==> src/rtl/ps_bigreg_ctrl_pkg.sv <==
// Shared types for the PS big-register controllers: write response codes,
// the output-side state encoding and per-instance big-register descriptors.
package ps_bigreg_ctrl_pkg;

  typedef enum logic [1:0] {
    RESP_OKAY   = 2'b00,
    RESP_SLVERR = 2'b10
  } resp_e;

  // Output register occupancy; the armed flag is kept separately.
  typedef enum logic {
    OUT_EMPTY = 1'b0,
    OUT_FULL  = 1'b1
  } out_state_e;

  typedef struct packed {
    logic [7:0] base_id;
    logic [7:0] samples;
    logic       partial_ok;
  } bigreg_desc_t;

  // Existing big registers in the mem map.
  localparam bigreg_desc_t SEED_DESC     = '{base_id: 8'd1,  samples: 8'd16, partial_ok: 1'b0};
  localparam bigreg_desc_t CHAN_MUX_DESC = '{base_id: 8'd18, samples: 8'd8,  partial_ok: 1'b0};
  localparam bigreg_desc_t SDC_DESC      = '{base_id: 8'd27, samples: 8'd4,  partial_ok: 1'b1};

  // Width of a word index; never zero, even for a single-word register.
  function automatic int idx_width(input int n);
    return (n > 1) ? $clog2(n) : 1;
  endfunction

endpackage

==> src/rtl/ps_bigreg_ctrl_if.sv <==
// Mem-map write path plus the big-register delivery channel.
//
// Delivery handshake: a value transfers on every rising clk edge where
// bigreg_valid=1 and bigreg_ready=1. While bigreg_valid=1 and bigreg_ready=0
// bigreg_data holds. bigreg_valid never waits on bigreg_ready to assert.
interface ps_bigreg_ctrl_if #(
  parameter int ID_W    = 8,
  parameter int WORD_W  = 16,
  parameter int SAMPLES = 16
);
  logic                      wr_en;
  logic [ID_W-1:0]           wr_id;
  logic [WORD_W-1:0]         wr_data;
  logic                      wr_resp_valid;
  logic [1:0]                wr_resp;
  logic [SAMPLES*WORD_W-1:0] bigreg_data;
  logic                      bigreg_valid;
  logic                      bigreg_ready;
  logic [SAMPLES-1:0]        fresh_mask;
  logic                      armed;
  logic                      clr_fresh;

  modport master (
    output wr_en, wr_id, wr_data, bigreg_ready,
    input  wr_resp_valid, wr_resp, bigreg_data, bigreg_valid,
           fresh_mask, armed, clr_fresh
  );

  modport slave (
    input  wr_en, wr_id, wr_data, bigreg_ready,
    output wr_resp_valid, wr_resp, bigreg_data, bigreg_valid,
           fresh_mask, armed, clr_fresh
  );
endinterface

==> src/rtl/ps_bigreg_ctrl_bigreg_assembler.sv <==
// Assembly buffer for one big register: holds the latest value of every
// word and which words were written since the last commit. The buffer is
// never cleared by a commit so unwritten words keep their previous value.
module bigreg_assembler #(
  parameter int W       = 16,
  parameter int SAMPLES = 16,
  parameter int IDX_W   = 4
) (
  input  logic                 clk,
  input  logic                 rst_n,
  input  logic                 i_wr,
  input  logic [IDX_W-1:0]     i_idx,
  input  logic [W-1:0]         i_data,
  input  logic                 i_clr,
  output logic [SAMPLES*W-1:0] o_asm,
  output logic [SAMPLES-1:0]   o_fresh,
  output logic                 o_complete
);
  logic [SAMPLES*W-1:0] r_asm;
  logic [SAMPLES-1:0]   r_fresh;

  // Store accepted word writes and track freshness; a commit clears freshness.
  always_ff @(posedge clk or negedge rst_n) begin
    if (!rst_n) begin
      r_asm   <= '0;
      r_fresh <= '0;
    end else begin
      for (int i = 0; i < SAMPLES; i++) begin
        if (i_wr && (i_idx == IDX_W'(i))) begin
          r_asm[i*W +: W] <= i_data;
          r_fresh[i]      <= 1'b1;
        end
      end
      if (i_clr) r_fresh <= '0;
    end
  end

  assign o_asm      = r_asm;
  assign o_fresh    = r_fresh;
  assign o_complete = &r_fresh;
endmodule

==> src/rtl/ps_bigreg_ctrl.sv <==
// PS big-register controller: decodes mem-map writes into word writes and
// commit requests, answers each in-range write, and delivers committed
// values through a one-deep commit queue (the armed flag).
module ps_bigreg_ctrl
  import ps_bigreg_ctrl_pkg::*;
#(
  parameter int MEM_SIZE      = 256,
  parameter int WD_DATA_WIDTH = 16,
  parameter int BASE_ID       = 1,
  parameter int SAMPLES       = 16,
  parameter int PARTIAL_OK    = 0
) (
  input  logic                  clk,
  input  logic                  rst_n,
  ps_bigreg_ctrl_if.slave       bus,
  output out_state_e            o_state
);
  localparam int ID_W  = $clog2(MEM_SIZE);
  localparam int IDX_W = idx_width(SAMPLES);
  localparam int DW    = SAMPLES * WD_DATA_WIDTH;
  localparam logic [ID_W-1:0] L_BASE  = ID_W'(BASE_ID);
  localparam logic [ID_W-1:0] L_VALID = ID_W'(BASE_ID + SAMPLES);

  out_state_e         r_state;
  logic               r_armed;
  logic [DW-1:0]      r_data;
  logic               r_resp_valid;
  resp_e              r_resp;
  logic               r_clr_fresh;

  logic               w_word_hit;
  logic               w_valid_hit;
  logic [IDX_W-1:0]   w_idx;
  logic [DW-1:0]      w_asm;
  logic [SAMPLES-1:0] w_fresh;
  logic               w_complete;
  logic               w_out_free;
  logic               w_commit_ok;
  logic               w_load;
  logic               w_slverr;

  assign w_word_hit  = bus.wr_en && (bus.wr_id >= L_BASE) && (bus.wr_id < L_VALID);
  assign w_valid_hit = bus.wr_en && (bus.wr_id == L_VALID);
  assign w_idx       = IDX_W'(bus.wr_id - L_BASE);
  // Accept and refill in the same cycle is allowed, so ready frees the slot.
  assign w_out_free  = (r_state == OUT_EMPTY) || bus.bigreg_ready;
  assign w_commit_ok = w_valid_hit && !r_armed && (w_complete || (PARTIAL_OK != 0));
  // Either a direct commit or the queued (armed) commit moves into the output.
  assign w_load      = w_out_free && (w_commit_ok || r_armed);
  assign w_slverr    = (w_word_hit && r_armed) || (w_valid_hit && !w_commit_ok);

  bigreg_assembler #(
    .W       (WD_DATA_WIDTH),
    .SAMPLES (SAMPLES),
    .IDX_W   (IDX_W)
  ) u_asm (
    .clk        (clk),
    .rst_n      (rst_n),
    .i_wr       (w_word_hit && !r_armed),
    .i_idx      (w_idx),
    .i_data     (bus.wr_data),
    .i_clr      (w_load),
    .o_asm      (w_asm),
    .o_fresh    (w_fresh),
    .o_complete (w_complete)
  );

  // Output-side state machine with the armed flag, responses and clr pulse.
  always_ff @(posedge clk or negedge rst_n) begin
    if (!rst_n) begin
      r_state      <= OUT_EMPTY;
      r_armed      <= 1'b0;
      r_data       <= '0;
      r_resp_valid <= 1'b0;
      r_resp       <= RESP_OKAY;
      r_clr_fresh  <= 1'b0;
    end else begin
      r_resp_valid <= w_word_hit || w_valid_hit;
      r_resp       <= w_slverr ? RESP_SLVERR : RESP_OKAY;
      r_clr_fresh  <= w_load;

      case (r_state)
        OUT_EMPTY: if (w_load) r_state <= OUT_FULL;
        OUT_FULL:  if (bus.bigreg_ready && !w_load) r_state <= OUT_EMPTY;
        default:   r_state <= OUT_EMPTY;
      endcase
      if (w_load) r_data <= w_asm;

      if (w_commit_ok && !w_out_free) r_armed <= 1'b1;
      else if (r_armed && w_out_free) r_armed <= 1'b0;
    end
  end

  assign bus.wr_resp_valid = r_resp_valid;
  assign bus.wr_resp       = r_resp;
  assign bus.bigreg_data   = r_data;
  assign bus.bigreg_valid  = (r_state == OUT_FULL);
  assign bus.fresh_mask    = w_fresh;
  assign bus.armed         = r_armed;
  assign bus.clr_fresh     = r_clr_fresh;
  assign o_state           = r_state;
endmodule
==> src/flat_wrapper.sv <==
// flat-port wrapper written by rule: the top's interface ports become plain ports
module ps_bigreg_ctrl_flat import ps_bigreg_ctrl_pkg::*;
#(
  parameter int MEM_SIZE      = 256,
  parameter int WD_DATA_WIDTH = 16,
  parameter int BASE_ID       = 1,
  parameter int SAMPLES       = 16,
  parameter int PARTIAL_OK    = 0
)
  (clk, rst_n, o_state, bus_wr_en, bus_wr_id, bus_wr_data, bus_bigreg_ready, bus_wr_resp_valid, bus_wr_resp, bus_bigreg_data, bus_bigreg_valid, bus_fresh_mask, bus_armed, bus_clr_fresh);
  ps_bigreg_ctrl_if #(.SAMPLES(SAMPLES)) bus_i ();
  input  logic clk;
  input  logic rst_n;
  output out_state_e o_state;
  input wire logic [$bits(bus_i.wr_en)-1:0] bus_wr_en;
  input wire logic [$bits(bus_i.wr_id)-1:0] bus_wr_id;
  input wire logic [$bits(bus_i.wr_data)-1:0] bus_wr_data;
  input wire logic [$bits(bus_i.bigreg_ready)-1:0] bus_bigreg_ready;
  output wire logic [$bits(bus_i.wr_resp_valid)-1:0] bus_wr_resp_valid;
  output wire logic [$bits(bus_i.wr_resp)-1:0] bus_wr_resp;
  output wire logic [$bits(bus_i.bigreg_data)-1:0] bus_bigreg_data;
  output wire logic [$bits(bus_i.bigreg_valid)-1:0] bus_bigreg_valid;
  output wire logic [$bits(bus_i.fresh_mask)-1:0] bus_fresh_mask;
  output wire logic [$bits(bus_i.armed)-1:0] bus_armed;
  output wire logic [$bits(bus_i.clr_fresh)-1:0] bus_clr_fresh;
  assign bus_i.wr_en = bus_wr_en;
  assign bus_i.wr_id = bus_wr_id;
  assign bus_i.wr_data = bus_wr_data;
  assign bus_i.bigreg_ready = bus_bigreg_ready;
  assign bus_wr_resp_valid = bus_i.wr_resp_valid;
  assign bus_wr_resp = bus_i.wr_resp;
  assign bus_bigreg_data = bus_i.bigreg_data;
  assign bus_bigreg_valid = bus_i.bigreg_valid;
  assign bus_fresh_mask = bus_i.fresh_mask;
  assign bus_armed = bus_i.armed;
  assign bus_clr_fresh = bus_i.clr_fresh;
  ps_bigreg_ctrl #(.MEM_SIZE(MEM_SIZE), .WD_DATA_WIDTH(WD_DATA_WIDTH), .BASE_ID(BASE_ID), .SAMPLES(SAMPLES), .PARTIAL_OK(PARTIAL_OK)) u_core (.clk(clk), .rst_n(rst_n), .bus(bus_i), .o_state(o_state));
endmodule
==> config.mk <==
export PLATFORM = sky130hd
export DESIGN_NAME = ps_bigreg_ctrl_flat
export DESIGN_NICKNAME = d
export VERILOG_FILES = /design/src/rtl/ps_bigreg_ctrl_pkg.sv /design/src/rtl/ps_bigreg_ctrl_if.sv /design/src/rtl/ps_bigreg_ctrl_bigreg_assembler.sv /design/src/rtl/ps_bigreg_ctrl.sv /design/src/flat_wrapper.sv
export SDC_FILE = /design/constraint.sdc
export NUM_CORES = 1
export LEC_CHECK = 0
export ABC_AREA = 1
export CAP_MARGIN = 20
export CORE_MARGIN = 10
export CORE_UTILIZATION = 45
export DETAILED_ROUTE_END_ITERATION = 12
export GPL_TIMING_DRIVEN = 0
export PLACE_DENSITY_LB_ADDON = 0.05
export SYNTH_ARGS = -nofsm -noshare
export SYNTH_HDL_FRONTEND = slang
export SYNTH_SLANG_ARGS = --single-unit
==> constraint.sdc <==
create_clock -name clk -period 1.5 [get_ports clk]
set_input_delay 0.375 -clock clk [delete_from_list [all_inputs] [get_ports clk]]
set_output_delay 0.375 -clock clk [all_outputs]
set_load 0.02 [all_outputs]
# Yosys cells after proc, flatten, opt, wreduce, memory -nomap -nowiden
# Index checks and enable logic that the tools add are counted.
word_totals:
  register_bits: 534
  latchBits: 0
  ramBits: 0
  rom_bits: 0
  output_inout_bits: 279
  elab_cells: 136
  mem_count: 0
op_classes:
  addsub: 1
  multipliers: 0
  n_div: 0
  order_cmp: 2
  n_eq_ne: 16
  n_shift: 0
  n_mux: 23
  n_bitwise: 1
  reduce_logical: 55
op_table:
  columns: ["operator", "n"]
  rows:
  - ["2-bit nonzero test", 17]
  - ["4-bit == test, second input constant", 8]
  - ["1-bit logical AND", 28]
  - ["1-bit two-way mux", 20]
  - ["4-bit by 3-bit == test with 1-bit output, second input constant", 4]
  - ["16-bit two-way mux", 1]
  - ["16-bit AND reduction", 1]
  - ["4-bit by 2-bit == test with 1-bit output, second input constant", 2]
  - ["8-bit by 5-bit == test with 1-bit output, second input constant", 1]
  - ["8-bit by 1-bit greater-or-equal comparator with 1-bit output, second input constant", 1]
  - ["8-bit by 5-bit less-than comparator with 1-bit output, second input constant", 1]
  - ["4-bit by 1-bit == test with 1-bit output, second input constant", 1]
  - ["1-bit logical NOT", 4]
  - ["4-bit logical NOT", 1]
  - ["1-bit logical OR", 4]
  - ["4-bit by 1-bit subtractor with 4-bit output, second input constant", 1]
  - ["2-bit two-way mux", 1]
  - ["1-bit one-hot mux with 2 select lines", 1]
  - ["1-bit NOT", 1]

# Logic depth before layout (Yosys ltp)
# Gate-level depths: netlist (run 1).
depth:
  depth_word: 10
  ltp_mapped: 12
  ltp_nobuf: 9

# By module
# A second synthesis (run 1) with hierarchy kept.
unflattened:
  hier_cells: 2138
  hier_area_um2: 20915.1
by_module_without_submodules:
  columns: ["module", "instances", "cells_each", "area_each_um2", "seq_area_each_um2"]
  rows:
  - ["ps_bigreg_ctrl", 1, 1159, 10547.6, 6531.3]
  - ["bigreg_assembler", 1, 979, 10367.4, 6806.5]

# Worst setup path before layout (run 1)
# OpenSTA, ideal clock, no wires.
synth_path:
  kind: "input to register"
  from: "in bus_wr_id[3]"
  to: "reg u_core.r_data[215], in the netlist u_core.bus.bigreg_data[215]"
  setup_time_ns: 0.117
  arrival_time_ns: 1.518
  t_required_ns: 1.383
  path_slack_ns: -0.135
  path_stages: 11
  path_buffers: 3
  cell_sequence: "buf_4 > nor2_4 > nand3_2 > nor2_2 > nand3_2 > nand2_4 > nand2_4 > buf_4 > buf_6 > nand2_1 > nand2_1"
synth_between:
  elab_chain_cells: 6
synth_rtl:
  columns: ["item", "line_no", "text"]
  rows:
  - ["start: declaration", "flat_wrapper.sv:16", "input wire logic [$bits(bus_i.wr_id)-1:0] bus_wr_id;"]
  - ["8-bit by 5-bit == test with 1-bit output", "ps_bigreg_ctrl.sv:43", "assign w_valid_hit = bus.wr_en && (bus.wr_id == L_VALID);"]
  - ["1-bit logical AND", "ps_bigreg_ctrl.sv:43", null]
  - ["1-bit logical AND (2 in series)", "ps_bigreg_ctrl.sv:47", "assign w_commit_ok = w_valid_hit && !r_armed && (w_complete || (PARTIAL_OK != 0));"]
  - ["1-bit logical OR", "ps_bigreg_ctrl.sv:49", "assign w_load = w_out_free && (w_commit_ok || r_armed);"]
  - ["1-bit logical AND", "ps_bigreg_ctrl.sv:49", null]
  - ["end signal: assignment", "ps_bigreg_ctrl.sv:87", "if (w_load) r_data <= w_asm;"]
  - ["end: declaration", "ps_bigreg_ctrl.sv:26", "logic [DW-1:0] r_data;"]
# Every way passes these cells.
# A chain may end at the register's enable or synchronous reset.

# Worst setup path after layout (run 1)
layout_path:
  from: "reg u_core.u_asm.r_fresh[2], in the netlist u_core.u_asm.o_fresh[2]"
  to: "out bus_fresh_mask[2]"
layout_rtl:
  columns: ["item", "line_no", "text"]
  rows:
  - ["start: declaration", "ps_bigreg_ctrl_bigreg_assembler.sv:20", "logic [SAMPLES-1:0] r_fresh;"]
  - ["start signal: assignment", "ps_bigreg_ctrl_bigreg_assembler.sv:26", "r_fresh <= '0;"]
  - ["start signal: indexed assignment", "ps_bigreg_ctrl_bigreg_assembler.sv:31", "r_fresh[i] <= 1'b1;"]
  - ["start signal: assignment", "ps_bigreg_ctrl_bigreg_assembler.sv:34", "if (i_clr) r_fresh <= '0;"]
  - ["end: declaration", "flat_wrapper.sv:23", "output wire logic [$bits(bus_i.fresh_mask)-1:0] bus_fresh_mask;"]
# No word-level cell between the ends.

==> flow_metrics.py, run 1 <==
metrics = {
    "cts": {
        "cts-root-buf": "clkbuf_16",
        "cts.sink_count": 533,
        "htreeDepth": 2,
        "clockBufferDepth": 3,
        "clk_pin_slew_ns": 0.06,
        "cts_tree": "built",
        "cts_made_buffers": 55,
        "clk_latency_ns": 0.61,
    },
    "detailed_routing": {
        "routed_wl_microns": 69000,
        "post_drt_wl_per_cell_microns": 20.8,
        "drtIter0Drc": 1522,
        "dr_total_vias": 17082,
        "ant_nets": 0,
        "via_per_inst": 5.14,
        "drc": 0,
        "firstDrtPassIters": 5,
    },
    "yosys": {
        "synth-compound-area-share_pct": 6.25,
        "yosysWarnings": 0,
        "synthAdderAreaFrac_pct": 0,
        "synth_top_family_by_area": "simple AND/OR/NAND/NOR gates",
        "synthMuxAreaShare_pct": 0,
        "synth_cell_types": 26,
        "synthSimpleGateAreaFrac_pct": 23.3,
        "synth-seq-cells": 533,
        "postSynthAreaPerCell_sq_um": 9.68,
        "synth_xor_area_share_pct": 0,
        "synth_seq_area_share_pct": 64.3,
        "synthCells": 2141,
        "syn-num-nets": 2169,
        "synth_area_sq_mm": 0.0207,
    },
    "floorplan": {
        "ioPinCount": 307,
        "core_area_sq_mm": 0.0455,
        "rows": 78,
        "start_util_pct": 45.6,
        "dieArea_sq_mm": 0.0551,
        "die_height_microns": 235,
        "die_w_microns": 235,
    },
    "sta": {
        "whs_ns": -0.300,
        "period_needed_ns": 1.75,
        "finalHoldViolations": 71,
        "setup_viol": 640,
        "fin_crit_sh_pct": 117,
        "setup_ws_ns": -0.248,
        "slew_headroom_pct": 30.6,
        "max_clock_freq_ghz": 0.572,
        "worst_pin_slew_ns": 1.04,
        "rsz0062_at_grt": "true",
        "clock_skew_ns": 0.0224,
        "drv_slew": 0,
    },
    "layout": {
        "layout_common_cells": "nand2_1 (642), dfrtp_1 (530), buf_6 (327), nand3_1 (257), o21ai_1 (204)",
        "drive_above_1_share_pct": 32.5,
        "num-nets-final": 2703,
        "syn_to_final_growth_pct": 44.8,
        "stdcell_count": 3321,
        "final_core_util_pct": 66.0,
        "layout_commonest_cell": "nand2_1",
    },
    "place": {
        "dpl.hpwl_microns": 46300,
        "place_ws_ns": -1.10,
        "place_congestion": 0.815,
        "place_inst": 3056,
        "port-buffer-count": 301,
    },
    "setup_path": {
        "reg2regPathDepth": 7,
        "start_kind": "flip-flop",
        "cp_max_fo": 3,
        "cp.arrival_ns": 1.37,
        "path_class": "reg2out",
        "startpoint": "u_core.u_asm.o_fresh[2]",
        "r2r_start": "u_core.bus.bigreg_valid",
        "end_kind": "primary output",
        "endpoint": "bus_fresh_mask[2]",
        "crit_required_ns": 1.12,
        "reg2reg_slack_ns": -0.24,
        "r2r_end": "u_core.bus.bigreg_data[87]",
    },
    "run": {
        "max_cap_violations": 0,
    },
    "status": {
        "violations": "negative hold slack, negative setup slack",
        "status": "finished with violations",
    },
    "global_routing": {
        "grt_antenna_before_repair": 2,
        "groute.usage.overall_pct": 24.3,
        "grt-ovfl-total": 0,
        "grt_max_degree": 110,
        "grt_pass1_wl_microns": 105000,
        "grt_pass1_vias": 17280,
    },
    "power_and_ir_drop": {
        "power_density_mw_per_mm2": 1060,
        "max-vdd-ir-drop_mv": 1.12,
        "leakagePower_nw": 15.6,
        "finalPower_w": 0.0317,
    },
    "min_path": {
        "hp-class": "in2async",
    },
}
-- stage by stage --
| stage | cell area (sq um) | TNS [ns] |
|---|---|---|
| after global routing | 30000 | -125.68 |
| after global placement | 24700 | - |
| after detailed placement | 25000 | -530.27 |
| after CTS | 29300 | -82.04 |
| final | 30000 | -59.53 |
| after floorplan | 21000 | -30.75 |
-- area by class of cell --
type                       count  area [sq um]
inverter                      71           280
timing repair buffer         477          5310
multi-input combinational   1379          6750
tap                          600           751
buffer                       158          1560
clock inverter                24           398
clock buffer                  78          1630
sequential                   533         13300
antenna                        1          2.50
fill                        3630         15500
-- cells by family after synthesis --
kind of cell,count (synthesis)
simple gates,1118
flops,533
compound gates,259
buf+inv,230
other cells,1
-- how the worst min path moves through the flow --
| stage | startpoint | to | slack [ns] |
|---|---|---|---|
| final | rst_n | u_core.bus.bigreg_data[57] | -0.30 |
| after global routing | rst_n | u_core.bus.bigreg_data[57] | -0.27 |
| after CTS | rst_n | u_core.bus.bigreg_data[57] | -0.29 |
| after detailed placement | rst_n | u_core.bus.bigreg_data[57] | 0.36 |
| after global placement | u_core.bus.bigreg_data[222] | u_core.bus.bigreg_data[222] | 0.45 |
| after floorplan | rst_n | u_core.bus.armed | 0.08 |
-- state kept, by name, summed over array words and instances, names as in the netlist --
signal,count
u_core.u_asm.o_fresh,16
u_core.bus.bigreg_valid,1
u_core.bus.armed,1
u_core.bus.wr_resp_valid,1
u_core.bus.wr_resp,1
u_core.bus.clr_fresh,1
u_core.bus.bigreg_data,256
u_core.u_asm.o_asm,256
-- critical path, stage by stage, from the launching register on --
cell and delay [ns]:
dfrtp_1 0.39, buf_4 0.14, buf_6 0.12, buf_6 0.12
-- what timing repair did --
item | 4_1_cts | 5_1_grt
endpoints found under the hold margin | 71 | 71
gates resized for setup | 1911 | 131
setup endpoints to repair | 844 | 859
gates cloned | 13 | 10
pin swaps | 6 | 10
setup buffers | 137 | 3
-- Yosys cell counts --
master	count	area share, %
nand2_1	795	14
dfrtp_1	533	64
nand3_1	260	6.3
o21ai_1	204	4.9
inv_1	67	1.2
o21ai_0	54	1.3
clkbuf_1	50	0.91
buf_2	46	1.1
buf_4	32	1.2
buf_6	28	1.5
nor2_1	22	0.40
nand4_1	11	0.33
nand4_4	9	0.92
nand4_2	7	0.42
nor3_1	5	0.12
nand2_4	3	0.16
nor2_2	3	0.091
buf_1	2	0.036
inv_4	2	0.060
nand3_2	2	0.097
a21oi_1	1	0.024
buf_8	1	0.072
clkinv_1	1	0.018
conb_1	1	0.018
inv_2	1	0.018
nor2_4	1	0.054
-- where the power goes --
part / switching (W) / internal [W] / total (W)
Clock: 0.00579 / 0.00940 / 0.0152
Sequential: 0.000244 / 0.0147 / 0.0150
Combinational: 0.000992 / 0.000489 / 0.00148
-- routing by layer --
metal	wire (microns)	global-route usage, %
met5	7	0
met4	1950	7.49
met3	4960	6.37
met2	32700	38.7
met1	29300	31.8
Power figures use the tool's default switching activity.
==> run 2, diff against run 1 <==
Settings changed: DONT_BUFFER_PORTS set to 1.
Clock period 1.5 ns to 2.2 ns, I/O delays scaled along.
==> flow_metrics.py, run 2 (synthesis gave the netlist of run 1 again) <==
metrics = {
    "cts": {
        "clockBufferDepth": 3,
        "cts-root-buf": "clkbuf_16",
        "cts_made_buffers": 56,
        "htreeDepth": 2,
        "cts_tree": "built",
        "clk_pin_slew_ns": 0.06,
        "cts.sink_count": 533,
        "clk_latency_ns": 0.61,
    },
    "detailed_routing": {
        "routed-wl-met2_microns": 29500,
        "dr_total_vias": 14941,
        "drc": 0,
        "wl_met1_microns": 26700,
        "top_layer": "met4",
        "drtIter0Drc": 1229,
        "routed_wl_microns": 63000,
        "post_drt_wl_per_cell_microns": 22.1,
        "firstDrtPassIters": 5,
        "dr_wl_met3_microns": 5550,
        "via_per_inst": 5.24,
        "ant_nets": 0,
    },
    "layout": {
        "fillCellCount": 4219,
        "drive_above_1_share_pct": 10.5,
        "num-nets-final": 2241,
        "syn_to_final_growth_pct": 13.6,
        "layout_common_cells": "nand2_1 (795), dfrtp_1 (529), nand3_1 (260), o21ai_1 (204), inv_1 (67)",
        "layout_commonest_cell": "nand2_1",
    },
    "sta": {
        "max_clock_freq_ghz": 0.491,
        "worst_pin_slew_ns": 1.73,
        "finalHoldViolations": 416,
        "whs_ns": -0.354,
        "setup_viol": 0,
        "setup_ws_ns": 0.163,
        "fin_crit_sh_pct": 92.6,
        "slew_headroom_pct": -15.0,
        "period_needed_ns": 2.04,
        "clock_skew_ns": 0.0140,
        "drv_slew": 125,
        "rsz0062_at_grt": "false",
    },
    "place": {
        "port-buffer-count": 0,
        "dpl.hpwl_microns": 43500,
        "place_ws_ns": -0.192,
        "place_congestion": 0.804,
    },
    "global_routing": {
        "grt_antenna_before_repair": 0,
        "grt_pass1_vias": 14873,
        "grt_pass1_wl_microns": 95700,
        "grt_max_degree": 534,
        "grt-ovfl-total": 0,
        "groute.usage.overall_pct": 22.4,
    },
    "min_path": {
        "hp-class": "in2async",
    },
    "setup_path": {
        "crit_required_ns": 2.73,
        "end_kind": "flip-flop",
        "cp.arrival_ns": 2.57,
        "reg2regPathDepth": 7,
        "path_class": "reg2reg",
        "reg2reg_slack_ns": 0.16,
        "start_kind": "flip-flop",
        "r2r_start": "u_core.bus.bigreg_valid",
        "r2r_end": "u_core.bus.bigreg_data[172]",
        "cp_max_fo": 10,
    },
    "floorplan": {
        "dieArea_sq_mm": 0.0551,
        "ioPinCount": 307,
        "die_height_microns": 235,
        "start_util_pct": 45.6,
        "die_w_microns": 235,
        "core_area_sq_mm": 0.0455,
        "rows": 78,
    },
    "run": {
        "max_cap_violations": 0,
    },
    "status": {
        "status": "finished with violations",
        "violations": "negative hold slack, max-slew violations",
    },
    "power_and_ir_drop": {
        "max-vdd-ir-drop_mv": 0.543,
        "leakagePower_nw": 12.2,
        "power_density_mw_per_mm2": 853,
    },
}
-- run 2: layout make-up --
cell class,instances,area (sq um),share of cell area [%]
sequential,533,13300,56.7
multi-input combinational,1378,6120,26.0
clock buffer,91,1730,7.37
buffer,159,1010,4.30
tap,600,751,3.19
inverter,71,272,1.15
timing repair buffer,14,241,1.03
clock inverter,6,62.6,0.266
antenna,1,2.50,0.0106
-- run 2: repair_timing --
item / in CTS / in global routing
buffers inserted: 0 / 2
hold endpoints to repair: 533 / 533
setup endpoints to repair: 214 / 261
resized for setup: 4 / 7
pin swaps: 0 / 1
-- run 2: critical path: stages (launching register included) --
cell and delay [ns]:
dfrtp_1 0.52, inv_1 0.11, nor2_1 0.05, inv_2 0.15
clkbuf_2 0.43, clkbuf_1 0.45, nand3_1 0.14, nand2_1 0.10
-- run 2: power breakdown --
group	internal (W)	switching (W)	total [W]
registers	0.0101	0.000228	0.0103
clock network	0.00544	0.00378	0.00923
logic	0.000194	0.000377	0.000571
total	0.0157	0.00439	0.0201
-- run 2: per-layer routing --
metal / vias to the layer above / global-route usage [%]
met2: 389 / 35.3
met5: - / 0
met3: 81 / 7.92
li1: 7052 / -
met1: 7419 / 28.9
met4: 0 / 5.96
-- run 2: worst max path at each step --
| stage | start | end | slack [ns] | cells past startpoint |
|---|---|---|---|---|
| after detailed placement | bus_wr_data[6] | u_core.u_asm.o_asm[246] | -0.19 | 3 |
| after global placement | bus_wr_data[8] | u_core.u_asm.o_asm[248] | -0.20 | 3 |
| after floorplan | bus_wr_id[3] | u_core.bus.bigreg_data[215] | 0.39 | 11 |
| after CTS | u_core.u_asm.o_fresh[3] | u_core.bus.bigreg_data[30] | 0.003 | 10 |
| after global routing | u_core.bus.armed | u_core.u_asm.o_fresh[6] | 0.01 | 7 |
| final | u_core.bus.bigreg_valid | u_core.bus.bigreg_data[172] | 0.16 | 7 |
-- run 2: metrics by stage --
| step | total power [W] | setup TNS [ns] | cells | area, sq um | util (%) |
|---|---|---|---|---|---|
| finish | 0.0201 | 0 | 2853 | 23500 | 51.8 |
| detailed placement | 0.0110 | -17.05 | 2751 | 21700 | 47.6 |
| global route | 0.0208 | 0 | 2852 | 23500 | 51.8 |
| floorplan | 0.0107 | 0 | 2141 | 20700 | - |
| CTS | 0.0203 | 0 | 2848 | 23500 | 51.6 |
| global placement | 0.0110 | -15.00 | 2741 | 21500 | 47.2 |
